`src/rtl/tpu_pkg.sv`:
```
// Shared opcodes, sequencer state encoding and field-width helpers for the
// TPU instruction sequencer.
package tpu_pkg;

    localparam int OPC_FIELD_W = 3;

    localparam logic [OPC_FIELD_W-1:0] OP_LOAD_ADDR   = 3'b000;
    localparam logic [OPC_FIELD_W-1:0] OP_LOAD_WEIGHT = 3'b001;
    localparam logic [OPC_FIELD_W-1:0] OP_LOAD_INPUT  = 3'b010;
    localparam logic [OPC_FIELD_W-1:0] OP_RUN         = 3'b011;
    localparam logic [OPC_FIELD_W-1:0] OP_STORE       = 3'b100;
    localparam logic [OPC_FIELD_W-1:0] OP_HALT        = 3'b111;

    typedef enum logic [2:0] {
        S_IDLE,
        S_LOAD_W,
        S_LOAD_I,
        S_RUN,
        S_STORE,
        S_HALT
    } state_e;

    // A 1-row array still needs a 1-bit row index to keep ports legal.
    function automatic int ridx_w(input int n);
        return (n > 1) ? $clog2(n) : 1;
    endfunction

    // Wide enough for K + 2*ARRAY_N - 2 with no overflow.
    function automatic int run_cnt_w(input int cnt_w, input int n);
        return cnt_w + $clog2(2 * n) + 1;
    endfunction

endpackage

```
`src/rtl/tpu_sequencer_if.sv`:
```
// Instruction handshake and array/buffer control bundle of the TPU sequencer.
interface tpu_sequencer_if #(
    parameter int INSTR_W = 16,
    parameter int ADDR_W  = 13,
    parameter int ARRAY_N = 2
);
    localparam int RIDX_W = tpu_pkg::ridx_w(ARRAY_N);

    logic [INSTR_W-1:0] instr;
    logic               instr_valid;
    logic               instr_ready;
    logic [ADDR_W-1:0]  base_address;
    logic               load_weight;
    logic               load_input;
    logic               compute_en;
    logic               store_en;
    logic [ADDR_W-1:0]  row_addr;
    logic [RIDX_W-1:0]  row_idx;
    logic               busy;
    logic               halted;
    logic               illegal;

    modport master (
        output instr, instr_valid,
        input  instr_ready, base_address, load_weight, load_input, compute_en,
               store_en, row_addr, row_idx, busy, halted, illegal
    );

    modport slave (
        input  instr, instr_valid,
        output instr_ready, base_address, load_weight, load_input, compute_en,
               store_en, row_addr, row_idx, busy, halted, illegal
    );

endinterface

```
`src/rtl/tpu_burst_counter.sv`:
```
// Loadable down-counter timing one burst; row index counts up alongside it
// only for row-addressed bursts (load/store), staying 0 for RUN.
module tpu_burst_counter #(
    parameter int CW     = 11,
    parameter int RIDX_W = 1
) (
    input  logic              clk,
    input  logic              reset,
    input  logic              load_i,
    input  logic              track_i,
    input  logic [CW-1:0]     len_i,
    output logic              done_o,
    output logic [RIDX_W-1:0] row_idx_o
);
    logic [CW-1:0]     cnt_q, cnt_d;
    logic [RIDX_W-1:0] row_q, row_d;
    logic              track_q, track_d;

    always_comb begin
        cnt_d   = cnt_q;
        row_d   = row_q;
        track_d = track_q;
        if (load_i) begin
            cnt_d   = len_i;
            row_d   = '0;
            track_d = track_i;
        end else if (cnt_q != '0) begin
            cnt_d = cnt_q - CW'(1);
            if (cnt_q == CW'(1)) begin
                row_d   = '0;
                track_d = 1'b0;
            end else if (track_q) begin
                row_d = row_q + RIDX_W'(1);
            end
        end
    end

    always_ff @(posedge clk) begin
        if (reset) begin
            cnt_q   <= '0;
            row_q   <= '0;
            track_q <= 1'b0;
        end else begin
            cnt_q   <= cnt_d;
            row_q   <= row_d;
            track_q <= track_d;
        end
    end

    assign done_o    = (cnt_q == CW'(1));
    assign row_idx_o = row_q;

endmodule

```
`src/rtl/tpu_sequencer.sv`:
```
// Decodes the instruction stream and expands each opcode into a timed burst
// of registered control strobes for the systolic array and unified buffer.
module tpu_sequencer
    import tpu_pkg::*;
#(
    parameter int INSTR_W = 16,
    parameter int OPC_W   = 3,
    parameter int ADDR_W  = 13,
    parameter int ARRAY_N = 2,
    parameter int CNT_W   = 8
) (
    input  logic            clk,
    input  logic            reset,
    tpu_sequencer_if.slave  bus
);
    localparam int RIDX_W = ridx_w(ARRAY_N);
    localparam int CW     = run_cnt_w(CNT_W, ARRAY_N);
    localparam logic [CW-1:0] BURST_LEN  = CW'(ARRAY_N);
    localparam logic [CW-1:0] FILL_DRAIN = CW'(2 * ARRAY_N - 2);

    state_e            state_q, state_d;
    logic [ADDR_W-1:0] base_q, base_d;
    logic [ADDR_W-1:0] row_addr_q, row_addr_d;
    logic              halted_q, halted_d;
    logic              illegal_q, illegal_d;
    logic              lw_q, li_q, ce_q, st_q;

    logic                   accept;
    logic [OPC_FIELD_W-1:0] opc;
    logic [CNT_W-1:0]       run_k;
    logic                   cnt_load, cnt_track, cnt_done;
    logic [CW-1:0]          cnt_len;
    logic [RIDX_W-1:0]      row_idx;
    logic                   row_burst;

    assign opc       = bus.instr[INSTR_W-1 -: OPC_W];
    assign run_k     = bus.instr[CNT_W-1:0];
    assign accept    = bus.instr_valid && bus.instr_ready;
    assign row_burst = (state_q == S_LOAD_W) || (state_q == S_LOAD_I) || (state_q == S_STORE);

    always_comb begin
        state_d   = state_q;
        base_d    = base_q;
        halted_d  = halted_q;
        illegal_d = illegal_q;
        cnt_load  = 1'b0;
        cnt_track = 1'b0;
        cnt_len   = '0;
        case (state_q)
            S_IDLE: begin
                if (accept) begin
                    case (opc)
                        OP_LOAD_ADDR: base_d = bus.instr[ADDR_W-1:0];
                        OP_LOAD_WEIGHT, OP_LOAD_INPUT, OP_STORE: begin
                            state_d   = (opc == OP_LOAD_WEIGHT) ? S_LOAD_W :
                                        (opc == OP_LOAD_INPUT)  ? S_LOAD_I : S_STORE;
                            cnt_load  = 1'b1;
                            cnt_track = 1'b1;
                            cnt_len   = BURST_LEN;
                        end
                        OP_RUN: begin
                            if (run_k != '0) begin
                                state_d  = S_RUN;
                                cnt_load = 1'b1;
                                cnt_len  = CW'(run_k) + FILL_DRAIN;
                            end
                        end
                        OP_HALT: begin
                            state_d  = S_HALT;
                            halted_d = 1'b1;
                        end
                        default: illegal_d = 1'b1;
                    endcase
                end
            end
            S_LOAD_W, S_LOAD_I, S_RUN, S_STORE: begin
                if (cnt_done) state_d = S_IDLE;
            end
            default: ;
        endcase

        // Row address is registered alongside the strobes: seeded from the base
        // on a load/store accept, then stepped once per row until the burst ends.
        row_addr_d = '0;
        if (cnt_load && cnt_track) begin
            row_addr_d = base_q;
        end else if (row_burst && !cnt_done) begin
            row_addr_d = row_addr_q + ADDR_W'(1);
        end
    end

    always_ff @(posedge clk) begin
        if (reset) begin
            state_q    <= S_IDLE;
            base_q     <= '0;
            row_addr_q <= '0;
            halted_q   <= 1'b0;
            illegal_q  <= 1'b0;
            lw_q       <= 1'b0;
            li_q       <= 1'b0;
            ce_q       <= 1'b0;
            st_q       <= 1'b0;
        end else begin
            state_q    <= state_d;
            base_q     <= base_d;
            row_addr_q <= row_addr_d;
            halted_q   <= halted_d;
            illegal_q  <= illegal_d;
            lw_q       <= (state_d == S_LOAD_W);
            li_q       <= (state_d == S_LOAD_I);
            ce_q       <= (state_d == S_RUN);
            st_q       <= (state_d == S_STORE);
        end
    end

    tpu_burst_counter #(
        .CW     (CW),
        .RIDX_W (RIDX_W)
    ) u_cnt (
        .clk       (clk),
        .reset     (reset),
        .load_i    (cnt_load),
        .track_i   (cnt_track),
        .len_i     (cnt_len),
        .done_o    (cnt_done),
        .row_idx_o (row_idx)
    );

    assign bus.instr_ready  = (state_q == S_IDLE) && !halted_q;
    assign bus.busy         = (state_q != S_IDLE);
    assign bus.base_address = base_q;
    assign bus.load_weight  = lw_q;
    assign bus.load_input   = li_q;
    assign bus.compute_en   = ce_q;
    assign bus.store_en     = st_q;
    assign bus.row_addr     = row_addr_q;
    assign bus.row_idx      = row_idx;
    assign bus.halted       = halted_q;
    assign bus.illegal      = illegal_q;

endmodule

```
`src/flat_wrapper.sv`:
```
// flat-port wrapper written by rule: the top's interface ports become plain ports
module tpu_sequencer_flat import tpu_pkg::*;
#(
    parameter int INSTR_W = 16,
    parameter int OPC_W   = 3,
    parameter int ADDR_W  = 13,
    parameter int ARRAY_N = 2,
    parameter int CNT_W   = 8
)
  (clk, reset, bus_instr, bus_instr_valid, bus_instr_ready, bus_base_address, bus_load_weight, bus_load_input, bus_compute_en, bus_store_en, bus_row_addr, bus_row_idx, bus_busy, bus_halted, bus_illegal);
  tpu_sequencer_if #(.INSTR_W(INSTR_W), .ADDR_W(ADDR_W), .ARRAY_N(ARRAY_N)) bus_i ();
  input  logic clk;
  input  logic reset;
  input wire logic [$bits(bus_i.instr)-1:0] bus_instr;
  input wire logic [$bits(bus_i.instr_valid)-1:0] bus_instr_valid;
  output wire logic [$bits(bus_i.instr_ready)-1:0] bus_instr_ready;
  output wire logic [$bits(bus_i.base_address)-1:0] bus_base_address;
  output wire logic [$bits(bus_i.load_weight)-1:0] bus_load_weight;
  output wire logic [$bits(bus_i.load_input)-1:0] bus_load_input;
  output wire logic [$bits(bus_i.compute_en)-1:0] bus_compute_en;
  output wire logic [$bits(bus_i.store_en)-1:0] bus_store_en;
  output wire logic [$bits(bus_i.row_addr)-1:0] bus_row_addr;
  output wire logic [$bits(bus_i.row_idx)-1:0] bus_row_idx;
  output wire logic [$bits(bus_i.busy)-1:0] bus_busy;
  output wire logic [$bits(bus_i.halted)-1:0] bus_halted;
  output wire logic [$bits(bus_i.illegal)-1:0] bus_illegal;
  assign bus_i.instr = bus_instr;
  assign bus_i.instr_valid = bus_instr_valid;
  assign bus_instr_ready = bus_i.instr_ready;
  assign bus_base_address = bus_i.base_address;
  assign bus_load_weight = bus_i.load_weight;
  assign bus_load_input = bus_i.load_input;
  assign bus_compute_en = bus_i.compute_en;
  assign bus_store_en = bus_i.store_en;
  assign bus_row_addr = bus_i.row_addr;
  assign bus_row_idx = bus_i.row_idx;
  assign bus_busy = bus_i.busy;
  assign bus_halted = bus_i.halted;
  assign bus_illegal = bus_i.illegal;
  tpu_sequencer #(.INSTR_W(INSTR_W), .OPC_W(OPC_W), .ADDR_W(ADDR_W), .ARRAY_N(ARRAY_N), .CNT_W(CNT_W)) u_core (.clk(clk), .reset(reset), .bus(bus_i));
endmodule
```
`config.mk`:
```
export PLATFORM = sky130hd
export DESIGN_NAME = tpu_sequencer_flat
export DESIGN_NICKNAME = d
export VERILOG_FILES = /design/src/rtl/tpu_pkg.sv /design/src/rtl/tpu_sequencer_if.sv /design/src/rtl/tpu_burst_counter.sv /design/src/rtl/tpu_sequencer.sv /design/src/flat_wrapper.sv
export SDC_FILE = /design/constraint.sdc
export NUM_CORES = 1
export LEC_CHECK = 0
export BUFFER_PORTS_ARGS = -buffer_cell sky130_fd_sc_hd__clkbuf_2
export CAP_MARGIN = 10
export CORE_ASPECT_RATIO = 1.25
export CORE_MARGIN = 2
export CORE_UTILIZATION = 57
export DETAILED_ROUTE_END_ITERATION = 12
export GPL_TIMING_DRIVEN = 0
export PLACE_DENSITY = 0.84
export SKIP_CTS_REPAIR_TIMING = 1
export SYNTH_ARGS = -nofsm -noshare
export SYNTH_HDL_FRONTEND = slang
export SYNTH_SLANG_ARGS = --single-unit
```
`constraint.sdc`:
```
create_clock -name clk -period 5.65 [get_ports clk]
set_input_delay 0.2825 -clock clk [delete_from_list [all_inputs] [get_ports clk]]
set_output_delay 0.2825 -clock clk [all_outputs]
set_load 0.005 [all_outputs]
```
## Word-level counts from Yosys, hierarchy flattened

Cells that the tools add are included.

| word-level totals | value |
|---|---|
| bits in latches | 0 |
| input bits | 19 |
| register bits | 48 |
| bits in read-only memories | 0 |
| output and inout bits | 35 |
| bits in writable memories | 0 |
| memories kept | 0 |
| logic and storage cells | 83 |

| operators by class | value |
|---|---|
| bitwise logic cells | 1 |
| shift-type cells | 0 |
| add/sub/neg operators | 4 |
| multiply operators | 0 |
| equal/unequal tests | 14 |
| reductions and logical operators | 25 |
| mux-type cells | 27 |
| order comparisons | 0 |
| divide/modulo/power cells | 0 |

Operators with widths:

| cell | count |
|---|---|
| 11-bit 2-to-1 mux | 5 |
| 13-bit 2-to-1 mux | 2 |
| 11-bit case mux with 2 select lines | 1 |
| 3-bit by 2-bit == test with 1-bit output (second input constant) | 6 |
| 3-bit 2-to-1 mux | 5 |
| 13-bit by 1-bit adder with 13-bit output (second input constant) | 1 |
| 3-bit == test (second input constant) | 4 |
| 11-bit by 1-bit == test with 1-bit output (second input constant) | 1 |
| 1-bit 2-to-1 mux | 11 |
| 11-bit nonzero test | 1 |
| 11-bit by 1-bit subtractor with 11-bit output (second input constant) | 1 |
| 8-bit by 2-bit adder with 9-bit output (second input constant) | 1 |
| 3-bit by 1-bit == test with 1-bit output (second input constant) | 3 |
| 3-bit case mux with 3 select lines | 1 |
| 3-bit AND reduction | 3 |
| 8-bit nonzero test | 1 |
| 3-bit zero test | 2 |
| 3-bit case mux with 2 select lines | 1 |
| 2-bit nonzero test | 3 |
| 6-bit OR reduction | 1 |
| 1-bit logical AND | 4 |
| 2-bit AND reduction | 2 |
| 4-bit OR reduction | 1 |
| 3-bit nonzero test | 1 |
| other kinds (7) | 9 |

## Longest topological paths before layout

| depth | value |
|---|---|
| depth after elaboration | 7 |
| gate-level depth with buffers | 8 |

## By module

Synthesis repeated with hierarchy kept, for this count alone.

| second synthesis, totals | value |
|---|---|
| cells, all modules | 273 |
| area, all modules | 2411.1 um2 |

Modules (own cells, without submodules):

| module | cells an instance | sequential area each (um2) | times used | area an instance (um2) |
|---|---|---|---|---|
| tpu_sequencer | 181 | 700.7 | 1 | 1652.8 |
| tpu_burst_counter | 92 | 260.2 | 1 | 758.2 |

## Worst setup path before layout

OpenSTA, ideal clock, no wires.

| timing path | value |
|---|---|
| kind | input port to flip-flop |
| start | in bus_instr[14] |
| end | reg u_core.base_q[10], in the netlist u_core.bus.base_address[10] |
| setup slack | 3.788 ns |
| arrival | 1.734 ns |
| stages | 6 |
| path through | clkbuf_1 nor3_1 nand2_1 clkbuf_1 mux2i_1 nor2_1 |

| on the way | value |
|---|---|
| cells in the longest elaborated chain, start to end | 2 |

RTL lines:

| element | RTL line | RTL |
|---|---|---|
| from (decl) | flat_wrapper.sv:14 | `input wire logic [$bits(bus_i.instr)-1:0] bus_instr;` |
| 3-bit zero test | tpu_sequencer.sv:52 | `case (opc)` |
| 3-bit AND reduction (no source line) | -- |  |
| to (signal assigned) | tpu_sequencer.sv:105 | `base_q <= base_d;` |
| to (decl) | tpu_sequencer.sv:22 | `logic [ADDR_W-1:0] base_q, base_d;` |

Every way passes these cells.
A chain may end at the register's enable or synchronous reset.

## Final worst setup path

| timing path | value |
|---|---|
| start | reg u_core.state_q[2] |
| end | reg u_core.u_cnt.cnt_q[3] |

| on the way | value |
|---|---|
| cells in the longest elaborated chain, start to end | 6 |

RTL lines:

| element | RTL line | RTL |
|---|---|---|
| from (decl) | tpu_sequencer.sv:21 | `state_e state_q, state_d;` |
| from (signal assigned) | tpu_sequencer.sv:104 | `state_q <= state_d;` |
| 3-bit zero test (*) | tpu_sequencer.sv:49, tpu_sequencer.sv:129 |  |
| 1-bit logical AND | tpu_sequencer.sv:129 | `assign bus.instr_ready = (state_q == S_IDLE) && !halted_q;` |
| 1-bit logical AND | tpu_sequencer.sv:38 | `assign accept = bus.instr_valid && bus.instr_ready;` |
| 11-bit 2-to-1 mux or 1-bit 2-to-1 mux (tied branches) | tpu_sequencer.sv:51 | `if (accept) begin` |
| 11-bit 2-to-1 mux or 1-bit 2-to-1 mux (tied branches) | tpu_sequencer.sv:49 | `case (state_q)` |
| 11-bit 2-to-1 mux or 2-bit nonzero test (tied branches) | -- |  |
| to (signal assigned) | tpu_burst_counter.sv:44 | `cnt_q <= cnt_d;` |
| to (decl) | tpu_burst_counter.sv:15 | `logic [CW-1:0] cnt_q, cnt_d;` |

Every way passes the cells marked *; elsewhere a longest branch is shown, timed or not.

==> results.yml <==
run_status:
  status: "finished, final reports clean"
route:
  postRouteAntennaNets: 0
  route.vias.total: 2085
  wl_per_cell_um: 13.65
  drt_iter0_drc: 48
  drc_errors: 0
  postRouteWirelength_mm: 5.146
  avgViaCountPerCell: 5.531
  drt_pass1_iterations: 4
sta:
  final_max_slew_viol_count: 0
  relSlewSlack_pct: 42.24
  period_share_pct: 37.93
  whs_ns: 0.2149
  tns_ns: 0
  rsz0062_at_grt: "false"
  hold_violations: 0
  worst_clock_skew_ns: 0.002983
  setup_viol: 0
  worst_slew_pin_slew_ns: 0.8598
  min_period_ns: 2.143
  fin_ws_ns: 3.507
  max_freq_mhz: 466.6
floorplanning:
  start_util_pct: 60.36
  die_h_um: 75.36
  io_pins: 54
  die_w_um: 61.09
  row_count: 25
  die_area_sq_um: 4604
  core_area_sq_um: 3847
layout:
  final_nets: 346
  syn_to_final_growth_pct: 17.94
  final_area_sq_um: 2739
  stdcell_count: 377
  drive_gt1_share_pct: 21.67
  diodes: 0
  n_fill_cell: 337
  finish.utilization_pct: 71.19
global_route:
  grt-ovfl-total: 0
  grt_pass1_wl_mm: 8.121
  grt_pass1_vias: 1885
  globalRouteTotalUtil_pct: 23.49
  grt_antenna_before_repair: 0
  grt_max_degree: 15
critical_path:
  rrSetupSlack_ns: 3.51
  cp_slowest_stage_delay_ns: 0.36
  critPathMaxFanout: 10
  critPathKind: "flip-flop to flip-flop"
  worstPathArrival_ns: 2.33
  cp-start-kind: "flip-flop"
  critPathMostFrequentCell: "buf_2"
  cp_slowest_cell: "or3_1"
  cp-end-kind: "flip-flop"
  path_delay_family: "simple AND/OR/NAND/NOR gates"
  crit_buf_inv: 2
  crit_required_ns: 5.84
  crit_chain: "or3_1 > buf_2 > nor3b_4 > o2111ai_1 > buf_2 > a22oi_1 > nor2_1"
clock_tree:
  cts_max_path_buffers: 2
  clkLatencyLatePin_ns: 0.30
  htreeDepth: 2
  cts.sinks: 48
  cts_tree: "built"
  numCtsBuffers: 5
  clockRootBuffer: "clkbuf_8"
  clk_pin_slew_worst_paths_ns: 0.08
power_and_ir_drop:
  power.total_mw: 1.030
  p_per_area_nw_per_um2: 376.2
  power_leakage_nw: 1.201
  max-vdd-ir-drop_mv: 0.3337
place:
  dp.cells: 369
  placed_area_sq_um: 2645
  portBuffers: 51
  gp_congestion: 0.9042
  dp_slack_ns: 3.346
  dp_hpwl_mm: 3.946
yosys:
  ys_types: 46
  muxShareOfSynthArea_pct: 2.155
  synth_fa_ha_area_share_pct: 2.694
  netlist_area_sq_um: 2322
  synth-simple-area-share_pct: 23.06
  synth_compound_area_share_pct: 15.57
  postSynthAreaPerCell_sq_um: 8.796
  ys.flop_type: "dfxtp_1"
  synth_top_family_by_area: "simple AND/OR/NAND/NOR gates"
  async_flop_share_pct: 0
  synth_cells: 264
  synth_seq_cells: 48
  ys_warn_count: 0
  synth_edf_count: 0
  synth_fp_nets: 288
  synth_xor_area_share_pct: 10.94
  synth_seq_area_share_pct: 41.38
flow_run:
  cap_violations: 0
hold_path:
  hp-class: "input pin to flip-flop"
==> worst reg2reg max path, delay by kind of cell (launching register included) <==
| family | cells | cell delay, ns |
|---|---|---|
| compound gates | 2 | 0.51 |
| buf+inv | 2 | 0.43 |
| simple gates | 3 | 0.74 |
| flops | 1 | 0.34 |
==> layer usage <==
| metal | track usage (%) | vias up | wire [um] |
|---|---|---|---|
| li1 | - | 1053 | - |
| met1 | 27.59 | 969 | 2269 |
| met2 | 42.32 | 56 | 2589 |
| met3 | 4.075 | 7 | 210 |
| met4 | 8.213 | 0 | 77 |
| met5 | 0 | - | 0 |
==> layout by cell type (no fill, tap or decap), types with 2 or more instances in the layout <==
cell type and count:
nand3_1 21, clkbuf_1 9, clkbuf_2 51, nor3_1 6, nor4_2 2, a22o_1 11, o2bb2ai_1 2, nand2_1 21
mux2i_1 5, a31oi_1 3, nor2_1 26, dfxtp_1 48, nor3b_1 2, or4_1 3, nand4_1 3, and2_1 3
clkbuf_8 6, a21oi_1 11, o21ai_0 5, nor4_1 3, or3_1 3, a22oi_1 6, ha_1 5, buf_2 3
inv_1 12, nand2b_1 2, and3_1 2, xnor2_1 17, xor2_1 12
==> cell type report <==
type                    instances  area (sq um)  share of cell area, %
well taps                      54         67.56                  2.467
plain buffers                  12         52.55                  1.919
clock buffers                   7         86.33                  3.152
flip-flops and latches         48         960.9                  35.08
repair buffers                 51         255.2                  9.319
clock inverters                 1         7.507                 0.2741
multi-input cells             192          1264                  46.14
inverters                      12         45.04                  1.645
==> kinds of logic after synthesis <==
group | Yosys count
simple gates | 103
fa+ha+maj | 5
buf+inv | 24
flops | 48
compound gates | 50
mux | 5
xor+xnor | 29
==> power breakdown <==
group / total [mW] / switching (mW) / internal, mW / leakage [nW]
sequential: 0.429 / 0.0442 / 0.385 / 0.390
combinational: 0.393 / 0.214 / 0.178 / 0.766
clock: 0.208 / 0.109 / 0.0995 / 0.0445
==> worst paths after layout <==
kind / startpoint / to / depth (start not counted)
worst min register to register: u_core.bus.illegal$_SDFFE_PP0P_ / u_core.bus.illegal$_SDFFE_PP0P_ / 2
worst max register to register: u_core.state_q[2]$_SDFF_PP0_ / u_core.u_cnt.cnt_q[3]$_SDFFE_PP0P_ / 7
worst min-delay path: bus_instr[12] / u_core.bus.base_address[12]$_SDFFE_PP0P_ / 3
worst max-delay path: u_core.state_q[2]$_SDFF_PP0_ / u_core.u_cnt.cnt_q[3]$_SDFFE_PP0P_ / 7
==> cell usage after synthesis, types with 3 or more instances <==
master | n | area, sq um
or4_1 | 3 | 22.52
nand4_1 | 3 | 18.77
a22o_1 | 11 | 96.34
nor4_1 | 3 | 18.77
a21oi_1 | 11 | 55.05
and2_1 | 3 | 18.77
o21ai_0 | 5 | 25.02
inv_1 | 12 | 45.04
mux2i_1 | 5 | 50.05
ha_1 | 5 | 62.56
a31oi_1 | 3 | 18.77
xor2_1 | 12 | 105.1
nor3_1 | 6 | 30.03
a22oi_1 | 6 | 45.04
buf_2 | 3 | 15.01
xnor2_1 | 17 | 148.9
nand3_1 | 21 | 105.1
clkbuf_1 | 8 | 30.03
nand2_1 | 21 | 78.83
nor2_1 | 26 | 97.59
dfxtp_1 | 48 | 960.9
or3_1 | 3 | 18.77
==> sequential cells by signal (all words and copies together) (netlist names) <==
| name | count |
|---|---|
| u_core.bus.base_address | 13 |
| u_core.bus.compute_en | 1 |
| u_core.bus.halted | 1 |
| u_core.bus.illegal | 1 |
| u_core.bus.load_input | 1 |
| u_core.bus.load_weight | 1 |
| u_core.bus.row_addr | 13 |
| u_core.bus.store_en | 1 |
| u_core.state_q | 3 |
| u_core.u_cnt.cnt_q | 11 |
| u_core.u_cnt.row_idx_o | 1 |
| u_core.u_cnt.track_q | 1 |
No activity file was read; power rests on OpenSTA's default activity.
